<file path="config.mk">
export PLATFORM = sky130hd
export DESIGN_NAME = serial_receiver
export DESIGN_NICKNAME = d
export VERILOG_FILES = /design/src/rtl/serial_pkg.sv /design/src/rtl/serial_receiver_sync.sv /design/src/rtl/serial_receiver.sv
export SDC_FILE = /design/constraint.sdc
export NUM_CORES = 1
export LEC_CHECK = 0
export CAP_MARGIN = 20
export CORE_MARGIN = 2
export CORE_UTILIZATION = 55
export DETAILED_ROUTE_END_ITERATION = 6
export PLACE_DENSITY = 0.84
export SLEW_MARGIN = 40
export SYNTH_ARGS = -nofsm -noshare
export SYNTH_HDL_FRONTEND = slang
export SYNTH_HIERARCHICAL = 1
export SYNTH_SLANG_ARGS = --single-unit
</file>
<file path="constraint.sdc">
create_clock -name clk -period 3 [get_ports clk]
set_input_delay 0.6 -clock clk [delete_from_list [all_inputs] [get_ports clk]]
set_output_delay 0.6 -clock clk [all_outputs]
set_load 0.01 [all_outputs]
</file>
<file path="src/rtl/serial_pkg.sv">
// Shared serial-link definitions: FSM state encoding, line levels and default frame width.
// Used by the transmitter, the receiver and their benches.
package serial_pkg;

  typedef logic [2:0] state_t;

  localparam state_t IDLE  = 3'd0;
  localparam state_t START = 3'd1;
  localparam state_t DATA  = 3'd2;
  localparam state_t STOP  = 3'd3;
  localparam state_t BREAK = 3'd4;

  localparam logic START_BIT = 1'b0;
  localparam logic STOP_BIT  = 1'b1;

  localparam int DEFAULT_DATA_W = 8;

endpackage

</file>
<file path="src/rtl/serial_receiver_sync.sv">
// Generic 1-bit two-flop synchroniser with a programmable reset level.
// Latency: 2 clk; no backpressure.
module sync_2ff #(
  parameter logic RST_VAL = 1'b1
) (
  input  logic clk,
  input  logic rst,
  input  logic d,
  output logic q
);

  logic meta;

  always_ff @(posedge clk) begin
    if (rst) begin
      meta <= RST_VAL;
      q    <= RST_VAL;
    end else begin
      meta <= d;
      q    <= meta;
    end
  end

endmodule

</file>
<file path="src/rtl/serial_receiver.sv">
// Serial line receiver: mid-bit sampling, 1-deep valid/ready holding register, framing/overrun flags.
// Latency: byte_valid 1 clk after stop-bit sample; a full holding register drops new frames (overrun).
module serial_receiver
  import serial_pkg::*;
#(
  parameter int DATA_W       = DEFAULT_DATA_W,
  parameter int CLKS_PER_BIT = 16
) (
  input  logic              clk,
  input  logic              rst,
  input  logic              rx,
  output logic [DATA_W-1:0] byte_out,
  output logic              byte_valid,
  input  logic              byte_ready,
  output logic              frame_err,
  output logic              overrun,
  output logic              busy
);

  localparam int CW = $clog2(CLKS_PER_BIT);
  localparam int IW = $clog2(DATA_W + 1);

  localparam logic [CW-1:0] HALF_M1  = CW'(CLKS_PER_BIT / 2 - 1);
  localparam logic [CW-1:0] FULL_M1  = CW'(CLKS_PER_BIT - 1);
  localparam logic [CW-1:0] CNT_ONE  = CW'(1);
  localparam logic [IW-1:0] LAST_IDX = IW'(DATA_W - 1);
  localparam logic [IW-1:0] IDX_ONE  = IW'(1);

  logic              rx_s;
  state_t            state;
  logic [CW-1:0]     bit_cnt;
  logic [IW-1:0]     idx;
  logic [DATA_W-1:0] shreg;

  sync_2ff #(
    .RST_VAL (1'b1)
  ) u_sync (
    .clk (clk),
    .rst (rst),
    .d   (rx),
    .q   (rx_s)
  );

  assign busy = (state != IDLE);

  always_ff @(posedge clk) begin
    if (rst) begin
      state      <= IDLE;
      bit_cnt    <= '0;
      idx        <= '0;
      shreg      <= '0;
      byte_out   <= '0;
      byte_valid <= 1'b0;
      frame_err  <= 1'b0;
      overrun    <= 1'b0;
    end else begin
      frame_err <= 1'b0;
      overrun   <= 1'b0;

      // A delivery later in this block overrides the accept-driven clear.
      if (byte_valid && byte_ready) begin
        byte_valid <= 1'b0;
      end

      case (state)
        IDLE: begin
          bit_cnt <= '0;
          if (rx_s == START_BIT) begin
            state <= START;
          end
        end

        START: begin
          if (bit_cnt == HALF_M1) begin
            bit_cnt <= '0;
            idx     <= '0;
            state   <= (rx_s == START_BIT) ? DATA : IDLE;
          end else begin
            bit_cnt <= bit_cnt + CNT_ONE;
          end
        end

        DATA: begin
          if (bit_cnt == FULL_M1) begin
            bit_cnt <= '0;
            // LSB arrives first, so shifting in from the top leaves bit 0 in place after DATA_W bits.
            shreg   <= {rx_s, shreg[DATA_W-1:1]};
            idx     <= idx + IDX_ONE;
            if (idx == LAST_IDX) begin
              state <= STOP;
            end
          end else begin
            bit_cnt <= bit_cnt + CNT_ONE;
          end
        end

        STOP: begin
          if (bit_cnt == FULL_M1) begin
            bit_cnt <= '0;
            if (rx_s == STOP_BIT) begin
              state <= IDLE;
              if (!byte_valid || byte_ready) begin
                byte_out   <= shreg;
                byte_valid <= 1'b1;
              end else begin
                overrun <= 1'b1;
              end
            end else begin
              frame_err <= 1'b1;
              state     <= BREAK;
            end
          end else begin
            bit_cnt <= bit_cnt + CNT_ONE;
          end
        end

        BREAK: begin
          bit_cnt <= '0;
          if (rx_s == STOP_BIT) begin
            state <= IDLE;
          end
        end

        default: begin
          state   <= IDLE;
          bit_cnt <= '0;
        end
      endcase
    end
  end

endmodule

</file>
== Yosys cells after proc, flatten, opt, wreduce, memory -nomap -nowiden ==
Cells that the tools add are included.
Word-level totals
  register bits: 32
  bits in latches: 0
  memory bits (writable): 0
  ROM bits: 0
  input port bits: 4
  output and inout bits: 12
  memories: 0
Cells by class
  add/sub/neg operators: 2
  multiply operators: 0
  divide/modulo/power cells: 0
  magnitude comparators: 0
  equality and inequality tests: 13
  shifts and indexed selects: 0
  multiplexer cells: 22
  bitwise logic cells: 3
  reductions and logical operators: 13
Operator list (number)
  two-way mux 3 bit: 7
  two-way mux 4 bit: 4
  case mux 4 bit (2 select lines): 2
  case mux 3 bit (5 select lines): 1
  != test 2 bit, second input constant: 5
  adder 4 x 1 -> 4 bit, second input constant: 2
  == test 4 x 3 -> 1 bit, second input constant: 2
  two-way mux 1 bit: 7
  == test 3 x 2 -> 1 bit, second input constant: 2
  AND reduction 6 bit: 1
  == test 4 bit, second input constant: 1
  AND reduction 4 bit: 1
  OR reduction 4 bit: 1
  == test 3 x 1 -> 1 bit, second input constant: 1
  == test 3 bit, second input constant: 1
  zero test 3 bit: 1
  inverter 1 bit: 3
  AND reduction 3 bit: 1
  nonzero test 3 bit: 1
  OR reduction 3 bit: 1
  two-way mux 2 bit: 1
  != test 2 x 1 -> 1 bit, second input constant: 1
  AND reduction 2 bit: 1
  nonzero test 2 bit: 1
  other kinds (4): 4

== Depth between registers and ports, before layout ==
Gate-level depths: netlist of run 1.
  depth after elaboration: 6
  mapped depth: 6

== Hierarchy ==
Netlist of run 1, hierarchy kept.
By module, submodules not included
  serial_receiver: times used 1, cells each 137, area an instance 1236.2 um^2, sequential area each 600.6 um^2
  sync_2ff: times used 1, cells each 4, area an instance 52.6 um^2, sequential area each 40.0 um^2

== Least setup slack after synthesis of run 1 ==
Ideal clock, no wire load.
  kind: register to register
  start: register bit_cnt[0]
  end: register state[0]
  arrival: 1.595 ns
  data required time: 2.920 ns
  setup slack: 1.326 ns
  stages on the path, launching flop included: 6
  path buffers: 0
  clock period less this slack: 1.674 ns
  path through: dfxtp_1 > ha_1 > nand3_2 > a22o_1 > or4_1 > a211oi_2
On the way
  word-level cells in the longest chain between the ends: 3
  elaborated cells on any way between the ends: 6
  those cells by class: eq/ne (5); reduce/logical (1)
Ends and longest elaborated chain
  start, declared: RTL line serial_receiver.sv:31  | logic [CW-1:0] bit_cnt;
  start signal, assigned: RTL line serial_receiver.sv:79  | bit_cnt <= bit_cnt + CNT_ONE;
  start signal, assigned: RTL line serial_receiver.sv:93  | bit_cnt <= bit_cnt + CNT_ONE;
  start signal, assigned: RTL line serial_receiver.sv:113  | bit_cnt <= bit_cnt + CNT_ONE;
  == test 4 bit or == test 4 x 3 -> 1 bit (tied branches): RTL line serial_receiver.sv:84, serial_receiver.sv:98, serial_receiver.sv:74
  != test 2 bit (no line)
  AND reduction 6 bit (no line) (*)
  end signal, assigned: RTL line serial_receiver.sv:77  | state <= (rx_s == START_BIT) ? DATA : IDLE;
  end, declared: RTL line serial_receiver.sv:30  | state_t state;
Mark *: on every way between the ends. The rest lies on a longest branch, timed or not.
A chain may end at the register's enable or synchronous reset.

== Worst setup path in the final report of run 1 ==
  start: register state[2]
  end: output port busy
On the way
  word-level cells in the longest chain between the ends: 1
Ends and longest elaborated chain
  nonzero test 3 bit: RTL line serial_receiver.sv:44  | assign busy = (state != IDLE);
  end, declared: RTL line serial_receiver.sv:17  | output logic busy
No other way between the ends.

==> Implementation_results.wiki, run 1 <==
{| class="wikitable"
! Metric !! Value
|-
| Static leakage || 0.000628 uW
|-
| Port buffer count || 15
|-
| Clock transition at the register clock pins on the worst setup and hold paths after CTS || 100 ps
|-
| Reg2Reg Capture Point || idx[3]
|-
| H-tree depth || 2
|-
| Hold-fix buffers at CTS || 0
|-
| Pwr dens || 523 nW/um2
|-
| TritonCTS clock tree || built
|-
| Cell count of the worst reg-to-reg path || 5
|-
| Register-to-register setup slack || 1110 ps
|-
| Overall routed net length || 2390 um
|-
| Unique cell type count in the Yosys netlist || 37
|-
| Post-CTS Repair Setup Buffers || 0
|-
| Share of layout cells above drive strength 1 || 9.55%
|-
| Avg Vias per Cell || 5.58
|-
| Wire length of the first global-routing pass || 3960 um
|-
| Number of filler instances in the final layout || 188
|-
| Pre-CTS setup slack || 896 ps
|-
| Total Nets Final || 162
|-
| Endpoint of the worst hold path || u_sync/q
|-
| Number of slew-limit violations in the final report || 0
|-
| Highest clock frequency the design can meet || 0.453 GHz
|-
| Share of the clock period used by the worst path after layout || 73.6%
|-
| Cell count after placement || 177
|-
| Starting density of the core || 58.3%
|-
| Estimated wirelength of the detail-placed design || 1670 um
|-
| Critical path class || flop to primary output
|-
| Clock root cell || clkbuf_4
|-
| Detailed-route DRC error count || 0
|-
| Class of the tightest hold or removal check || flop to flop
|-
| Type of destination of the critical path || primary output
|-
| Detailed Routing Iterations Pass 1 || 6
|-
| Highest-count cells in the layout ignoring fill and taps || dfxtp_1 (32), nand2_1 (21), clkdlybuf4s50_1 (15)
|-
| Final clock skew || 6.82 ps
|-
| Worst hold path cell count || 1
|-
| Core area || 2210 um2
|-
| Die height || 52.4 um
|-
| Setup TNS || 0 ps
|-
| Core Rows || 17
|-
| Final Setup Violations || 0
|-
| Crit path DAT || 1610 ps
|-
| Final hold violation count || 0
|-
| Critical register-to-register path startpoint || bit_cnt[0]
|-
| Mapped Area || 1290 um2
|-
| Maximum number of pins on one net before global-route repair || 21
|-
| First-iteration detailed-routing DRC count || 20
|-
| Post-route setup slack || 793 ps
|-
| Total vias in the final route || 1033
|-
| Clk sink count || 32
|-
| Avg Inst Size Synth || 9.14 um2
|-
| WHS || 442 ps
|-
| Fin crit period || 2210 ps
|-
| Actual slew at the worst max-slew pin || 510 ps
|-
| Maximum buffer depth of the clock tree || 2
|-
| Kind of start point of the critical path || flop
|-
| Utilization of the core after routing || 70.0%
|-
| Gr usage total || 20.8%
|-
| Die Outline Area || 2750 um2
|-
| Clock buffers created by TritonCTS || 5
|-
| Via count of the first global-routing pass || 928
|-
| Leading cell type in the layout, fill and taps excluded || dfxtp_1
|-
| Antenna Cells || 0
|-
| I/O pin total || 16
|-
| Global route overflow || 0
|-
| Synthesized net count || 147
|-
| Max-cap violations || 0
|-
| Part of the Yosys area used for sequential elements || 49.7%
|-
| Number of cells produced by synthesis || 141
|-
| Die Span X || 52.4 um
|-
| Count of instances resized after the clock tree is built || 0
|-
| Result of the run || complete, no violations
|-
| Sequential cell area || 641 um2
|-
| Data required, critical path || 2400 ps
|-
| Flip-flop and latch count after synthesis || 32
|-
| Layout-stage area growth over the synthesis result || 20.2%
|-
| Worst voltage drop across the vdd grid || 0.000556 V
|-
| Count of synthesis-stage warnings from yosys || 6
|-
| Number of routed nets with antenna violations || 0
|-
| Finished Layout Cells || 185
|-
| Number of antenna violations at the first check in global routing || 0
|-
| Mean routed wirelength per cell || 12.9 um
|-
| Routability congestion estimate from global placement || 0.845
|-
| Worst rel slew slack || 65.8%
|-
| Unrepaired setup endpoints after global routing || false
|-
| Worst-Skew Late Latency || 330 ps
|-
| Total area of multi-input combinational cells || 613 um2
|-
| Min-delay src || u_sync/meta
|-
| Crit path max fanout || 11
|}
-- where the power goes --
group | leakage (uW) | switching [uW] | total (uW) | internal (uW)
clock network | 0.0000515 | 144 | 365 | 221
registers | 0.000258 | 1.94 | 428 | 426
logic | 0.000318 | 9.35 | 17.6 | 8.25
total | 0.000628 | 155 | 811 | 655
-- layout make-up --
| class | instances | area share (%) |
|---|---|---|
| Multi-Input combinational cell | 99 | 39.6 |
| Clock inverter | 1 | 1.94 |
| Tap cell | 28 | 2.26 |
| Clock buffer | 7 | 4.20 |
| Sequential cell | 32 | 41.4 |
| Inverter | 2 | 0.485 |
| Timing Repair Buffer | 16 | 10.2 |
-- kinds of logic after synthesis --
family | count (synthesis) | share of synthesized area, %
fa+ha+maj | 2 | 1.94
flops | 32 | 49.7
xor+xnor | 2 | 1.36
mux | 9 | 7.09
compound gates | 18 | 9.61
buf+inv | 10 | 3.11
simple gates | 68 | 27.2
-- stage by stage --
stage	cell area, um2	power, uW
finish	1550	811
global route	1550	837
detailed placement	1450	455
floorplan	1290	448
CTS	1540	817
global placement	1450	455
-- cells in the mapped netlist --
cell | number | area [um2]
or3_1 | 1 | 6.26
nand2_1 | 21 | 78.8
ha_1 | 2 | 25.0
or2_1 | 2 | 12.5
mux2i_1 | 8 | 80.1
o21ai_0 | 1 | 5.00
a311oi_1 | 1 | 8.76
or4_1 | 1 | 7.51
nand2b_1 | 3 | 18.8
xnor2_1 | 1 | 8.76
nand3_2 | 1 | 10.0
a21oi_1 | 9 | 45.0
o22ai_1 | 1 | 6.26
or3b_1 | 1 | 8.76
a211o_1 | 2 | 17.5
clkbuf_1 | 5 | 18.8
buf_2 | 2 | 10.0
nor4_1 | 2 | 12.5
nand3_1 | 5 | 25.0
nor2b_1 | 2 | 12.5
and4b_1 | 1 | 10.0
dfxtp_1 | 32 | 641
nand4_2 | 1 | 12.5
and2_1 | 2 | 12.5
nor2_1 | 13 | 48.8
and3_1 | 1 | 6.26
nand3b_1 | 2 | 15.0
inv_1 | 2 | 7.51
buf_1 | 1 | 3.75
nor3_1 | 7 | 35.0
nor4b_1 | 1 | 8.76
mux2_2 | 1 | 11.3
xor2_1 | 1 | 8.76
a211oi_1 | 1 | 7.51
and3b_1 | 1 | 8.76
a211oi_2 | 2 | 25.0
a22o_1 | 1 | 8.76
-- state kept, by name (all words and copies together), names as in the netlist --
signal / flops
frame_err: 1
byte_out: 8
bit_cnt: 4
overrun: 1
byte_valid: 1
state: 3
shreg: 8
u_sync/q: 1
idx: 4
u_sync/meta: 1
-- layer usage --
layer | vias to the layer above | share of wire [%] | wire length, um | GRT usage, %
met5 | - | 0 | 0 | 0
met4 | 0 | 1.8 | 42 | 13.2
met3 | 4 | 5.0 | 120 | 8.57
met2 | 25 | 49 | 1160 | 33.3
met1 | 481 | 45 | 1070 | 22.5
li1 | 523 | - | - | -
-- critical path, cell delays in order (launching register included) --
cell and delay (ps):
dfxtp_1 580, or3_1 160, clkdlybuf4s50_1 520
-- worst max path at each step --
stage | from | end | slack [ps] | depth (start not counted)
4_1_cts | state[2] | busy | 800 | 2
3_3_place_gp | rst | idx[3] | 980 | 4
5_1_grt | state[2] | busy | 690 | 2
6_report | state[2] | busy | 790 | 2
2_1_floorplan | bit_cnt[0] | state[0] | 1330 | 5
3_5_place_dp | rst | idx[2] | 900 | 4
Note: power is estimated with default switching activity, not from simulation.
==> run 2, diff against run 1 <==
CORE_UTILIZATION = 48   (was 55)
PLACE_DENSITY = 0.78   (was 0.84)
clock period = 1.85 ns   (was 3 ns; I/O delays follow)
==> Implementation_results.wiki, run 2 (synthesis results as in run 1) <==
{| class="wikitable"
! Metric !! Value
|-
| Result of the run || complete, no violations
|-
| Crit path max fanout || 5 (-6)
|-
| Data required, critical path || 2100 ps (-300 ps)
|-
| Detailed-route DRC error count || 0 (unchanged)
|-
| Leading cell type in the layout, fill and taps excluded || dfxtp_1
|-
| Estimated wirelength of the detail-placed design || 1780 um (+6.4%)
|-
| Maximum buffer depth of the clock tree || 2 (unchanged)
|-
| Actual slew at the worst max-slew pin || 367 ps (-143 ps)
|-
| Post-route setup slack || 116 ps (-677 ps)
|-
| Global route overflow || 0 (unchanged)
|-
| Die Span X || 55.8 um (+6.5%)
|-
| Die height || 55.8 um (+6.5%)
|-
| Number of antenna violations at the first check in global routing || 0 (unchanged)
|-
| Starting density of the core || 51.6% (-6.7 points)
|-
| H-tree depth || 2 (unchanged)
|-
| First-iteration detailed-routing DRC count || 27 (+35%)
|-
| Via count of the first global-routing pass || 923 (-0.54%)
|-
| Largest regs || byte_out: 8 flops, shreg: 8 flops
|-
| Post-CTS Repair Setup Buffers || 0 (unchanged)
|-
| Detailed Routing Iterations Pass 1 || 4 (-2)
|-
| Maximum number of pins on one net before global-route repair || 19 (-9.5%)
|-
| Total vias in the final route || 1012 (-2.0%)
|-
| Gr usage total || 16.7% (-4.1 points)
|-
| Crit-path slowest cell || or4_1
|-
| Core Rows || 18 (+1)
|-
| Critical path class || flop to flop
|-
| Final clock skew || 3.77 ps (-3.05 ps)
|-
| Worst-path cell chain || ha_4 > nand3_2 > a22o_1 > or4_1 > a211oi_2
|-
| Mean routed wirelength per cell || 12.6 um (-2.2%)
|-
| Worst rel slew slack || 75.5% (+9.7 points)
|-
| Max stage delay on crit path || 520 ps (-60 ps)
|-
| Share of layout cells above drive strength 1 || 13.0% (+3.5 points)
|-
| Pwr dens || 788 nW/um2 (+51%)
|-
| Total area of multi-input combinational cells || 621 um2 (+1.2%)
|-
| Highest-count cells in the layout ignoring fill and taps || dfxtp_1 (29), nand2_1 (21), clkdlybuf4s50_1 (14)
|-
| Number of slew-limit violations in the final report || 0 (unchanged)
|-
| Final hold violation count || 0 (unchanged)
|-
| Kind of start point of the critical path || flop
|-
| Share of the clock period used by the worst path after layout || 93.7%
|-
| Wire length of the first global-routing pass || 4060 um (+2.6%)
|-
| Die Outline Area || 3120 um2 (+13%)
|-
| Fin crit period || 1730 ps
|-
| Pre-CTS setup slack || 22.3 ps (-874 ps)
|-
| Number of filler instances in the final layout || 208 (+11%)
|-
| Static leakage || 0.000641 uW (+2.1%)
|-
| Setup TNS || 0 ps (unchanged)
|-
| Clock buffers created by TritonCTS || 5 (unchanged)
|-
| I/O pin total || 16 (unchanged)
|-
| Routability congestion estimate from global placement || 0.781 (-7.6%)
|-
| Port buffer count || 15 (unchanged)
|-
| Sequential cell area || 644 um2 (+0.59%)
|-
| Layout-stage area growth over the synthesis result || 22.0%
|-
| Max-cap violations || 0 (unchanged)
|-
| Avg Vias per Cell || 5.30 (-5.1%)
|-
| Unrepaired setup endpoints after global routing || false
|-
| Type of destination of the critical path || flop
|-
| Antenna Cells || 0 (unchanged)
|-
| Finished Layout Cells || 191 (+3.2%)
|-
| Worst-Skew Late Latency || 320 ps (about the same)
|-
| Crit path DAT || 1980 ps (+370 ps)
|-
| Number of routed nets with antenna violations || 0 (unchanged)
|-
| Clock transition at the register clock pins on the worst setup and hold paths after CTS || 100 ps (about the same)
|-
| Utilization of the core after routing || 62.9% (-7.1 points)
|-
| Class of the tightest hold or removal check || flop to flop
|-
| Highest clock frequency the design can meet || 0.577 GHz
|-
| Worst voltage drop across the vdd grid || 0.000803 V (+44%)
|-
| Clock root cell || clkbuf_4
|-
| Cell count after placement || 183 (+3.4%)
|-
| Final Setup Violations || 0 (unchanged)
|-
| Overall routed net length || 2410 um (+0.96%)
|-
| Clk sink count || 32 (unchanged)
|-
| Core area || 2500 um2 (+13%)
|-
| Total Nets Final || 166 (+2.5%)
|-
| TritonCTS clock tree || built
|}
run 2: changes by cell type in the layout (fill, tap and decap cells not counted), moves of 2 or more:
| cell | previous run | this run |
|---|---|---|
| buf_4 | 1 | 5 |
| dfxtp_1 | 32 | 29 |
| dfxtp_2 | 0 | 3 |
| clkbuf_8 | 2 | 0 |
run 2: worst max-delay path: cells and delay by family (launching register included):
| kind | cells | cell delay (ps) |
|---|---|---|
| flops | 1 | 390 |
| compound gates | 2 | 470 |
| fa+ha+maj | 1 | 180 |
| simple gates | 2 | 620 |
run 2: layer usage:
metal  wire [um]  global-route usage [%]
met1        1120                    20.1
met2        1180                    28.2
met3         105                    6.51
met4          16                    4.08
met5           0                       0
run 2: layout make-up:
| class | instances | share of cell area [%] |
|---|---|---|
| tap | 30 | 2.39 |
| inverter | 2 | 0.477 |
| clock inverter | 2 | 2.23 |
| multi-input combinational | 99 | 39.5 |
| timing repair buffer | 20 | 11.9 |
| sequential | 32 | 41.0 |
| clock buffer | 6 | 2.63 |
run 2: path summary, 6_finish.rpt:
kind	slack, ps	endpoint	cells after the start	startpoint
worst min-delay path	410	u_sync/q	1	u_sync/meta
worst max register to register	120	state[0]	5	bit_cnt[1]
worst min register to register	410	u_sync/q	1	u_sync/meta
worst max-delay path	120	state[0]	5	bit_cnt[1]
run 2: where the power goes:
| part | leakage, uW | total, uW | switching [uW] | internal [uW] |
|---|---|---|---|---|
| registers | 0.000260 | 694 | 3.29 | 691 |
| clock network | 0.0000422 | 515 | 232 | 283 |
| logic | 0.000339 | 29.6 | 15.2 | 14.4 |
| total | 0.000641 | 1240 | 251 | 989 |
run 2: timing repair:
item                                    4_1_cts  5_1_grt
endpoints found under the setup margin        2        1
gates resized for setup                       4        2
hold buffers                                  0        0
run 2: metrics by stage:
step | area (um2) | power [uW] | hold slack (ps)
detailed placement | 1480 | 740 | 392
finish | 1570 | 1240 | 412
floorplan | 1290 | 727 | 385
global route | 1570 | 1290 | 443
global placement | 1480 | 740 | 397
CTS | 1560 | 1250 | 417
